[config.mk]
export PLATFORM = sky130hd
export DESIGN_NAME = gpio_bus_arbiter
export DESIGN_NICKNAME = d
export VERILOG_FILES = /design/src/rtl/gpio_bus_arbiter.sv
export SDC_FILE = /design/constraint.sdc
export NUM_CORES = 1
export LEC_CHECK = 0
export BUFFER_PORTS_ARGS = -buffer_cell sky130_fd_sc_hd__clkbuf_2
export CAP_MARGIN = 20
export CORE_MARGIN = 5
export CORE_UTILIZATION = 43
export CTS_BUF_LIST = sky130_fd_sc_hd__clkbuf_4
export CTS_CLUSTER_SIZE = 28
export DETAILED_ROUTE_END_ITERATION = 8
export GPL_ROUTABILITY_DRIVEN = 0
export HOLD_SLACK_MARGIN = 0.06
export PLACE_DENSITY_LB_ADDON = 0.12
export SKIP_LAST_GASP = 1
export SYNTH_ARGS = -nofsm -noshare
export SYNTH_HDL_FRONTEND = slang
export SYNTH_SLANG_ARGS = --single-unit
[constraint.sdc]
create_clock -name clk -period 1.3 [get_ports clk]
set_input_delay 0.13 -clock clk [delete_from_list [all_inputs] [get_ports clk]]
set_output_delay 0.13 -clock clk [all_outputs]
set_load 0.02 [all_outputs]
[src/rtl/gpio_bus_arbiter.sv]
// Two-master round-robin arbiter in front of a single GPIO register port.
// Each access takes three cycles: IDLE (arbitrate and latch), ACCESS (strobe), RESP (read capture).
module gpio_bus_arbiter #(
   parameter int ADDR_W = 8,
   parameter int DATA_W = 8
) (
   input  logic              clk,
   input  logic              rst,
   input  logic              m0_req,
   input  logic              m0_we,
   input  logic [ADDR_W-1:0] m0_addr,
   input  logic [DATA_W-1:0] m0_wdata,
   output logic              m0_gnt,
   output logic              m0_rvalid,
   output logic [DATA_W-1:0] m0_rdata,
   input  logic              m1_req,
   input  logic              m1_we,
   input  logic [ADDR_W-1:0] m1_addr,
   input  logic [DATA_W-1:0] m1_wdata,
   output logic              m1_gnt,
   output logic              m1_rvalid,
   output logic [DATA_W-1:0] m1_rdata,
   output logic              p_en,
   output logic              p_we,
   output logic [ADDR_W-1:0] p_addr,
   output logic [DATA_W-1:0] p_wdata,
   input  logic [DATA_W-1:0] p_rdata,
   output logic              busy
);

   // Handshake: a master holds req until it sees its one-cycle gnt pulse; read data
   // arrives later as a one-cycle rvalid pulse with rdata held until that master's next read.

   typedef enum logic [1:0] {IDLE, ACCESS, RESP} state_t;

   state_t state;
   logic   owner;
   logic   last_gnt;
   logic   op_we;
   logic   sel;

   // With both masters requesting, the one not granted last wins.
   always_comb begin
      sel = 1'b0;
      if (m0_req && m1_req) sel = ~last_gnt;
      else if (m1_req)      sel = 1'b1;
   end

   always_ff @(posedge clk) begin
      if (rst) begin
         state     <= IDLE;
         owner     <= 1'b0;
         last_gnt  <= 1'b1;
         op_we     <= 1'b0;
         m0_gnt    <= 1'b0;
         m1_gnt    <= 1'b0;
         m0_rvalid <= 1'b0;
         m1_rvalid <= 1'b0;
         m0_rdata  <= '0;
         m1_rdata  <= '0;
         p_en      <= 1'b0;
         p_we      <= 1'b0;
         p_addr    <= '0;
         p_wdata   <= '0;
      end else begin
         m0_gnt    <= 1'b0;
         m1_gnt    <= 1'b0;
         m0_rvalid <= 1'b0;
         m1_rvalid <= 1'b0;
         p_en      <= 1'b0;
         p_we      <= 1'b0;
         case (state)
            IDLE: begin
               if (m0_req || m1_req) begin
                  state    <= ACCESS;
                  owner    <= sel;
                  last_gnt <= sel;
                  op_we    <= sel ? m1_we : m0_we;
                  p_we     <= sel ? m1_we : m0_we;
                  p_addr   <= sel ? m1_addr : m0_addr;
                  p_wdata  <= sel ? m1_wdata : m0_wdata;
                  p_en     <= 1'b1;
                  m0_gnt   <= ~sel;
                  m1_gnt   <= sel;
               end
            end
            ACCESS: state <= RESP;
            RESP: begin
               state <= IDLE;
               // The peripheral's registered read data is valid during RESP.
               if (!op_we) begin
                  if (owner) begin
                     m1_rdata  <= p_rdata;
                     m1_rvalid <= 1'b1;
                  end else begin
                     m0_rdata  <= p_rdata;
                     m0_rvalid <= 1'b1;
                  end
               end
            end
            default: state <= IDLE;
         endcase
      end
   end

   assign busy = (state != IDLE);

endmodule

### After elaboration in Yosys (flattened, before gate mapping)

Index checks and enable logic that the tools add are counted.
Widths: inputs -> output; s select.

| cells by class | value |
|---|---|
| equal/unequal tests | 3 |
| mux-type cells | 10 |
| bitwise gates (word level) | 7 |
| reduce and logical (&&, ||, !) cells | 10 |

Operators with widths:

| operator | number |
|---|---|
| $mux 8 | 2 |
| $not 1->1 | 7 |
| $mux 1 | 6 |
| $reduce_and 3->1 | 2 |
| $reduce_or 3->1 | 2 |
| $pmux 2 s2 | 1 |
| $eq 2x1->1 const B | 1 |
| $eq 2x2->1 const B | 1 |
| $logic_not 2->1 | 1 |
| $mux 2 | 1 |
| $ne 2x2->1 const B | 1 |
| $reduce_and 2->1 | 1 |
| $reduce_bool 2->1 | 1 |
| $reduce_or 2->1 | 1 |
| $logic_and 1x1->1 | 1 |
| $logic_or 1x1->1 | 1 |

| word-level totals | value |
|---|---|
| register bits | 43 |
| input port bits | 46 |
| output and inout port bits | 39 |

### Longest topological paths before layout

Gate-level depths: netlist (run 1).

| depth | value |
|---|---|
| word-level depth | 3 |
| mapped depth | 5 |
| depth with buffers taken out | 4 |

### Least setup slack after synthesis (run 1)

Ideal clock, no wire load.

| path | value |
|---|---|
| kind | register to register |
| from | reg op_we |
| to | reg m0_rdata[4] |
| setup time | 0.137 ns |
| arrival time | 1.113 ns |
| required time | 1.163 ns |
| slack | 0.051 ns |
| stages on the path, launching flop included | 5 |
| buffers on the path | 1 |
| clock period less this slack | 1.249 ns |
| path through | dfxtp_1 or4b_1 buf_6 nand2_1 a21oi_1 |

| on the way | value |
|---|---|
| word-level cells in the longest chain between the ends | 2 |

Ends and longest elaborated chain:

| item | RTL line | RTL |
|---|---|---|
| start, declared | 39 | `logic op_we;` |
| start signal, assigned | 78 | `op_we <= sel ? m1_we : m0_we;` |
| $not 1->1 (no line) | - |  |
| $reduce_and 3->1 (no line) | - |  |
| end signal, assigned | 96 | `m0_rdata <= p_rdata;` |
| end, declared | 15 | `output logic [DATA_W-1:0] m0_rdata,` |

No other way between the ends.
A chain may end at the register's enable or synchronous reset.

### Worst setup path after layout (run 1)

| path | value |
|---|---|
| from | reg state[0] |
| to | out busy |

| on the way | value |
|---|---|
| word-level cells in the longest chain between the ends | 1 |

Ends and longest elaborated chain:

| item | RTL line | RTL |
|---|---|---|
| start, declared | 36 | `state_t state;` |
| start signal, assigned | 51 | `state <= IDLE;` |
| start signal, assigned | 75 | `state <= ACCESS;` |
| start signal, assigned | 87 | `ACCESS: state <= RESP;` |
| $reduce_bool 2->1 | 106 | `assign busy = (state != IDLE);` |
| end, declared | 28 | `output logic busy` |

No other way between the ends.

==> out/results.tsv, run 1 <==
metric	value	unit
outcome	completed	
start_util	44.4	%
internal_power	0.00202	W
placed_cell_area	0.00232	sq mm
finClkSkew	6.11	ps
final_area	0.00281	sq mm
crit_type	flip-flop to output pin	
slowest_stage	dfxtp_4	
grt_overflow	0	
die_h	74.5	um
place_ws	-28.3	ps
slew_headroom	56.8	%
critPathTopFamily	flip-flops	
multi_input_area	820	sq um
final_util	69.7	%
synth_common_cells	67 x nand2_1, 43 x dfxtp_1, 33 x a21oi_1	
setup_ws	80.5	ps
num_rows	23	
start_kind	flip-flop	
die_x	74.5	um
insertion_delay	350	ps
grt_pass1_vias	1954	
ios	85	
critical_path.startpoint	state[0]	
critPathMaxFanout	4	
clk_path_buf_depth	2	
synth-seq-area-share	48.1	%
antenna_left	0	
pwr-share-clk	22.8	%
fill_cells	345	
coreArea	0.00403	sq mm
p_switching	0.000904	W
whs_path_depth	2	
rsz0062_at_grt	yes	
fmax	820	MHz
synth.distinct_cells	29	
crit_required	1170	ps
yosysTopAreaCellShare	48.1	%
routedWlPerCell	13.5	um
ys_warn_count	0	
switching_share	30.9	%
drt_iter0_drc	40	
drive_above_1_share	39.3	%
layout_min_cycle_time	1220	ps
synth.most_common_cell	nand2_1	
finalCritPeriodShare	93.8	%
cts_buffers	5	
synth.cell_area	0.00179	sq mm
slowest_delay	380	ps
ys_top_cells_by_area	dfxtp_1 48%, nand2_1 14%, a21oi_1 9.2%	
drv_cap	0	
power_density	1040	mW/mm^2
routed_wl	5.21	mm
clkSinkCount	43	
viasPerCell	4.90	
grt_first_pass_wirelength	8.42	mm
path_cells	nor2_4 > inv_2 > buf_4	
hold_path.class	input pin to flip-flop	
async_flop_share	0	%
die-area	0.00555	sq mm
drc_errors	0	
p_comb_share	27.1	%
cts_tree	yes	
hold_violations	0	
path_clk_slew	130	ps
grt_start_max_net_pins	20	
slew_violations	0	
drt_first_pass_iters	4	
synth_area_per_cell	8.94	sq um
regArea	867	sq um
post-synth-top-area-cell	dfxtp_1	
synth_edf_count	0	
syn_to_final_growth	57.1	%
peakVddDrop	0.000656	V
vias	1891	
synth-seq-cells	43	
endpoint_kind	output pin	
r2r-start	last_gnt	
synthesis.nets	246	
clk_root_buffer_cell	clkbuf_4	
fin_setup_tns	0	ps
grt_antenna_before_repair	0	
hold_start	rst	
synthFlopType	dfxtp_1	
critPathBufInv	2	
p_leak	1.26	nW
arrival	1090	ps
h-tree-depth	2	
grt_usage	20.1	%
worst_pin_slew	648	ps
r2r_cells	4	
diodes	0	
worst-path-stages	3	
syn-instance-count	200	
finalSetupViolations	0	
dpl.hpwl	3.47	mm
nets	381	
seqPwrFrac	50.1	%
port_buffers	84	
-- kinds of logic (layout without fill, tap and decap cells) --
logic type	Yosys count	after routing	share of synthesized area (%)
flip-flops	43	43	48.1
multiplexers	1	1	0.560
buffers and inverters	17	153	6.51
AND/OR/NAND/NOR	84	84	21.2
AO/OA/AOI/OAI	55	55	23.6
-- routing by layer --
metal | vias up | GRT usage, % | wire length (um)
li1 | 964 | - | -
met1 | 850 | 20.1 | 2030
met2 | 65 | 37.1 | 2690
met3 | 12 | 7.70 | 381
met4 | 0 | 7.71 | 109
met5 | - | 0 | 0
-- worst register-to-register path, delay by kind of cell (launching register included) --
kind	cells	cell delay, ps
simple gates	1	100
buf+inv	1	200
compound gates	2	450
flops	1	390
-- timing repair --
action                                  CTS  global route
pin swaps                                 0             1
endpoints found under the hold margin    32             0
hold buffers                             40             0
gates resized for setup                   2             6
endpoints found under the setup margin    9             5
setup buffers                             0             2
-- power by group through the flow --
stage               clock network, W  registers (W)  logic (W)
floorplan                          0        0.00159   0.000314
global placement                   0        0.00149   0.000673
detailed placement                 0        0.00149   0.000683
CTS                         0.000688        0.00146   0.000778
global route                0.000762        0.00148   0.000863
finish                      0.000667        0.00147   0.000793
-- final timing paths --
path	endpoint	slack, ps
max	busy	80
min	owner	110
max reg2reg	p_wdata[7]	80
min reg2reg	m1_rdata[5]	460
-- per-stage QoR --
stage          instances  hold WS, ps  power [W]
4_1_cts              384         95.0    0.00293
3_5_place_dp         336          381    0.00217
6_report             386          111    0.00293
5_1_grt              386         93.0    0.00310
3_3_place_gp         336          375    0.00216
2_1_floorplan        200          266    0.00190
-- layout make-up --
| class | instances | share of cell area [%] |
|---|---|---|
| repair buffers | 144 | 35.5 |
| flip-flops and latches | 43 | 30.9 |
| multi-input cells | 140 | 29.2 |
| well taps | 50 | 2.23 |
| clock buffers | 6 | 1.60 |
| clock inverters | 2 | 0.445 |
| inverters | 1 | 0.134 |
-- sequential cells by signal (all words and copies together), names as in the netlist, 2 cells and up --
register / flops
m0_rdata: 8
m1_rdata: 8
p_addr: 8
p_wdata: 8
state: 2
-- layout by cell type (no fill, tap or decap), types with 6 or more instances in the layout --
| master | n |
|---|---|
| dlygate4sd3_1 | 40 |
| dfxtp_1 | 40 |
| nand2_1 | 67 |
| clkbuf_4 | 6 |
| a21oi_1 | 33 |
| clkbuf_2 | 83 |
| nor2_1 | 6 |
| a311oi_2 | 9 |
| buf_4 | 19 |
| a311oi_1 | 7 |
No activity file was read; power rests on OpenSTA's default activity.
==> run 2: changes to the inputs <==
--- a/config.mk
+++ b/config.mk
@@ -9,7 +9,7 @@
 export CAP_MARGIN = 20
 export CORE_MARGIN = 5
 export CORE_UTILIZATION = 43
-export CTS_BUF_LIST = sky130_fd_sc_hd__clkbuf_4
+export CTS_BUF_LIST = sky130_fd_sc_hd__clkbuf_8
 export CTS_CLUSTER_SIZE = 28
 export DETAILED_ROUTE_END_ITERATION = 8
 export GPL_ROUTABILITY_DRIVEN = 0
==> out/results.tsv, run 2 (synthesis results as in run 1) <==
metric	value	unit	change
post_cts_buffers	0		unchanged
fmax	820	MHz	about the same
whs_path_depth	3		was 2
h-tree-depth	2		unchanged
drt_iter0_drc	41		was 40
coreArea	0.00403	sq mm	unchanged
r2r_slack	80	ps	about the same
clkSinkCount	43		unchanged
routed_wl	4.51	mm	was 5.21 mm
place_inst	336		unchanged
p_total	0.00295	W	was 0.00293 W
slew_headroom	56.4	%	was 56.8%
finalCritPeriodShare	93.8	%	about the same
antenna_left	0		unchanged
grt_overflow	0		unchanged
outcome	completed		unchanged
die_x	74.5	um	unchanged
hold_path.class	input pin to flip-flop		unchanged
clk_root_buffer_cell	clkbuf_8		was clkbuf_4
grt_start_max_net_pins	20		unchanged
grt_pass1_vias	1731		was 1,954
p_leak	1.10	nW	was 1.26 nW
port_buffers	84		unchanged
slew_violations	0		unchanged
r2r-end	m0_rdata[3]		was p_wdata[7]
routedWlPerCell	13.1	um	was 13.5 um
cts_tree	yes		unchanged
grtUsageMet1	18.0	%	was 20.1%
crit_type	flip-flop to flip-flop		was flip-flop to output pin
min_to	p_wdata[0]		was owner
path_clk_slew	80	ps	was 130 ps
drt_first_pass_iters	4		unchanged
ios	85		unchanged
final_cell_mix	84 x clkbuf_2, 67 x nand2_1, 43 x dfxtp_1		was 83 x clkbuf_2, 67 x nand2_1, 40 x dlygate4sd3_1, 40 x dfxtp_1, 33 x a21oi_1
final_cells	344		was 386
worst_pin_slew	654	ps	was 648 ps
finalSetupViolations	0		unchanged
arrival	1400	ps	was 1090 ps
drive_above_1_share	42.9	%	was 39.3%
grtUsageMet2	31.3	%	was 37.1%
cts_buffers	5		unchanged
viasPerCell	4.97		was 4.90
rsz0062_at_grt	no		was yes
drv_cap	0		unchanged
final_common_cell	clkbuf_2		unchanged
r2r-start	state[1]		was last_gnt
peakVddDrop	0.000691	V	was 0.000656 V
start_util	44.4	%	unchanged
slowest_delay	550	ps	was 380 ps
layout_min_cycle_time	1220	ps	about the same
critical_path.startpoint	state[1]		was state[0]
insertion_delay	290	ps	was 350 ps
top_usage_layer	met2		unchanged
grt_antenna_before_repair	0		unchanged
path_cells	or4b_4 > nand2_1 > a21oi_1		was nor2_4 > inv_2 > buf_4
crit_required	1480	ps	was 1170 ps
r2r_cells	3		was 4
start_kind	flip-flop		unchanged
diodes	0		unchanged
die_h	74.5	um	unchanged
num_rows	23		unchanged
endpoint_kind	flip-flop		was output pin
clk_path_buf_depth	2		unchanged
nets	339		was 381
slowest_stage	or4b_4		was dfxtp_4
use_met3	5.41	%	was 7.70%
finClkSkew	3.73	ps	was 6.11 ps
critPathMaxFanout	9		was 4
hold_start	m0_wdata[0]		was rst
vias	1710		was 1,891
die-area	0.00555	sq mm	unchanged
fill_cells	387		was 345
drc_errors	0		unchanged
power_density	1220	mW/mm^2	was 1040 mW/mm^2
hold_violations	0		unchanged
syn_to_final_growth	34.9	%	was 57.1%
grt_first_pass_wirelength	7.29	mm	was 8.42 mm
dpl.hpwl	3.47	mm	unchanged
grt_usage	17.1	%	was 20.1%
==> run 2: changes by cell type in the layout (fill, tap and decap cells not counted), sizes merged <==
cell and delta:
dlygate4sd3 -40, buf -3, inv +1
==> run 2: power by group <==
group / leakage, nW / switching [W] / internal, W
clock network: 0.0453 / 0.000444 / 0.000367
logic: 0.697 / 0.000384 / 0.000292
registers: 0.353 / 0.0000531 / 0.00141
==> run 2: timing repair <==
| item | CTS | global route |
|---|---|---|
| hold buffers | 0 | 0 |
| setup endpoints to repair | 5 | 5 |
| resized for setup | 1 | 1 |
| cloned | 0 | 0 |
==> run 2: area by class of cell <==
type | count | area, sq um | area share [%]
Clock buffer | 5 | 68.8 | 2.85
Clock inverter | 3 | 16.3 | 0.674
Inverter | 1 | 3.75 | 0.156
Multi-Input combinational cell | 140 | 820 | 34.0
Sequential cell | 43 | 861 | 35.7
Tap cell | 50 | 62.6 | 2.59
Timing Repair Buffer | 102 | 581 | 24.1
==> run 2: layer usage <==
layer	vias to the layer above	wire [um]
met2	57	2240
met5	-	0
met3	4	389
li1	877	-
met1	772	1820
met4	0	54
==> run 2: through the flow <==
| step | setup WS (ps) | utilization [%] | hold slack (ps) | TNS (ps) | instance area [sq um] |
|---|---|---|---|---|---|
| after floorplan | 50.6 | - | 266 | 0 | 1790 |
| after global placement | 21.0 | 57.5 | 375 | 0 | 2320 |
| after detailed placement | -28.3 | 57.5 | 381 | -84.6 | 2320 |
| after CTS | 31.4 | 59.8 | 62.8 | 0 | 2410 |
| after global routing | 1.81 | 59.9 | 69.7 | 0 | 2410 |
| final | 80.9 | 59.9 | 71.2 | 0 | 2410 |
==> run 2: critical path, delay by kind of cell (launching register included) <==
family	cells	cell delay (ps)
DFF	1	390
AOI/OAI and AO/OA	1	70
and+or+nand+nor	2	640
==> run 2: worst max path at each step <==
stage / cells past startpoint / to / slack (ps)
2_1_floorplan: 4 / m0_rdata[4] / 50
3_3_place_gp: 4 / p_wdata[6] / 20
3_5_place_dp: 4 / p_addr[1] / -30
4_1_cts: 3 / busy / 30
5_1_grt: 4 / p_wdata[4] / 2
6_report: 3 / m0_rdata[3] / 80
==> run 3: changes to the inputs <==
--- a/config.mk
+++ b/config.mk
@@ -8,7 +8,7 @@
 export BUFFER_PORTS_ARGS = -buffer_cell sky130_fd_sc_hd__clkbuf_2
 export CAP_MARGIN = 20
 export CORE_MARGIN = 5
-export CORE_UTILIZATION = 43
+export CORE_UTILIZATION = 47
 export CTS_BUF_LIST = sky130_fd_sc_hd__clkbuf_8
 export CTS_CLUSTER_SIZE = 28
 export DETAILED_ROUTE_END_ITERATION = 8
==> constraint.sdc (replaced) <==
create_clock -name clk -period 1.25 [get_ports clk]
set_input_delay 0.125 -clock clk [delete_from_list [all_inputs] [get_ports clk]]
set_output_delay 0.125 -clock clk [all_outputs]
set_load 0.02 [all_outputs]
==> out/results.tsv, run 3 (synthesis results as in run 1) <==
metric	value	unit	change
coreArea	0.00366	sq mm	was 0.00403 sq mm
rsz0062_at_grt	yes		was no
r2r-end	m0_rdata[2]		was m0_rdata[3]
hold_start	p_rdata[5]		was m0_wdata[0]
slew_headroom	58.5	%	was 56.4%
grt_antenna_before_repair	0		unchanged
antenna_left	0		unchanged
start_kind	flip-flop		unchanged
finalSetupViolations	0		unchanged
cts_buffers	5		unchanged
grt_pass1_vias	1704		was 1,731
layout_min_cycle_time	1210	ps	
crit_type	flip-flop to output pin		was flip-flop to flip-flop
drv_cap	0		unchanged
peakVddDrop	0.000758	V	was 0.000691 V
cts_tree	yes		unchanged
clk_root_buffer_cell	clkbuf_8		unchanged
finClkSkew	4.50	ps	was 3.73 ps
routedWlPerCell	12.6	um	was 13.1 um
r2r_cells	3		unchanged
hold_violations	0		unchanged
grt_usage	17.3	%	was 17.1%
ios	85		unchanged
drt_iter0_drc	63		was 41
clk_path_buf_depth	2		unchanged
crit_required	1120	ps	was 1480 ps
path_clk_slew	80	ps	about the same
power_density	1250	mW/mm^2	was 1220 mW/mm^2
diodes	0		unchanged
insertion_delay	290	ps	about the same
viasPerCell	5.00		was 4.97
routed_wl	4.36	mm	was 4.51 mm
die_x	71.7	um	was 74.5 um
r2r-start	state[1]		unchanged
syn_to_final_growth	37.6	%	was 34.9%
grt_first_pass_wirelength	7.21	mm	was 7.29 mm
grt_overflow	0		unchanged
die-area	0.00514	sq mm	was 0.00555 sq mm
start_util	48.8	%	was 44.4%
finalCritPeriodShare	96.5	%	
slew_violations	0		unchanged
nets	343		was 339
critPathMaxFanout	6		was 9
dpl.hpwl	3.34	mm	was 3.47 mm
endpoint_kind	output pin		was flip-flop
die_h	71.7	um	was 74.5 um
hold_path.class	input pin to flip-flop		unchanged
outcome	completed		unchanged
h-tree-depth	2		unchanged
drive_above_1_share	44.3	%	was 42.9%
p_total	0.00307	W	was 0.00295 W
min_to	m1_rdata[5]		was p_wdata[0]
clkSinkCount	43		unchanged
worst_pin_slew	623	ps	was 654 ps
port_buffers	84		unchanged
vias	1730		was 1,710
fmax	829	MHz	
r2r_slack	60	ps	was 80 ps
place_inst	336		unchanged
final_common_cell	clkbuf_2		unchanged
p_leak	1.12	nW	was 1.10 nW
num_rows	22		was 23
final_cell_mix	84 x clkbuf_2, 67 x nand2_1, 40 x dfxtp_1		was 84 x clkbuf_2, 67 x nand2_1, 43 x dfxtp_1
arrival	1080	ps	was 1400 ps
whs_path_depth	3		unchanged
post_cts_buffers	0		unchanged
drt_first_pass_iters	4		unchanged
grt_start_max_net_pins	30		was 20
drc_errors	0		unchanged
final_cells	346		was 344
==> run 3: cell types whose count changed in the layout (fill, tap and decap cells not counted), sizes merged <==
cell         change
buf              +2
dlygate4sd3      +2
==> run 3: layout make-up <==
cell class / count / area (sq um)
repair buffers: 106 / 628
clock inverters: 3 / 16.3
flip-flops and latches: 43 / 865
clock buffers: 5 / 68.8
multi-input cells: 140 / 820
well taps: 48 / 60.1
fillers: 322 / 1200
inverters: 1 / 3.75
==> run 3: worst max path at each step <==
stage / slack, ps / end / cells past startpoint / from
after floorplan: 0.6 / m0_rdata[4] / 4 / op_we
after global placement: -20 / m0_rdata[7] / 3 / op_we
after detailed placement: -40 / m0_rdata[2] / 3 / state[1]
after CTS: -60 / busy / 3 / state[1]
after global routing: -40 / busy / 3 / state[0]
final: 40 / busy / 3 / state[0]
==> run 3: critical path: stages, from the launching register on <==
cell and delay (ps):
dfxtp_2 350, nor2_4 190, inv_2 90, clkbuf_2 160
==> run 3: through the flow <==
| stage | setup TNS, ps | area (sq um) | util [%] | setup WS, ps | hold WS (ps) |
|---|---|---|---|---|---|
| after floorplan | 0 | 1790 | - | 0.555 | 261 |
| after global placement | -164 | 2340 | 64.0 | -24.8 | 367 |
| after detailed placement | -420 | 2340 | 64.0 | -42.7 | 371 |
| after CTS | -408 | 2450 | 66.9 | -62.9 | 60.7 |
| after global routing | -45.7 | 2460 | 67.2 | -39.5 | 65.7 |
| final | 0 | 2460 | 67.2 | 44.2 | 67.0 |
==> run 3: power by group <==
group / internal [W] / total, W / switching, W / leakage [nW]
Combinational: 0.000321 / 0.000719 / 0.000398 / 0.717
Sequential: 0.00147 / 0.00152 / 0.0000557 / 0.353
Clock: 0.000382 / 0.000829 / 0.000447 / 0.0453
Total: 0.00217 / 0.00307 / 0.000901 / 1.12
==> run 3: repair_timing <==
item	in CTS	in global routing
hold buffers	2	0
hold endpoints to repair	2	0
gates cloned	0	0
endpoints found under the setup margin	9	29
resized for setup	0	6
pin swaps	0	3
==> run 3: per-layer routing <==
layer / part of all wire (%) / up-vias / routed length (um) / global-route usage, %
met4: 1.4 / 0 / 59 / 6.68
met5: 0 / - / 0 / 0
met2: 49 / 53 / 2140 / 30.6
met1: 42 / 782 / 1840 / 19.4
li1: - / 888 / - / -
met3: 7.4 / 7 / 322 / 5.05
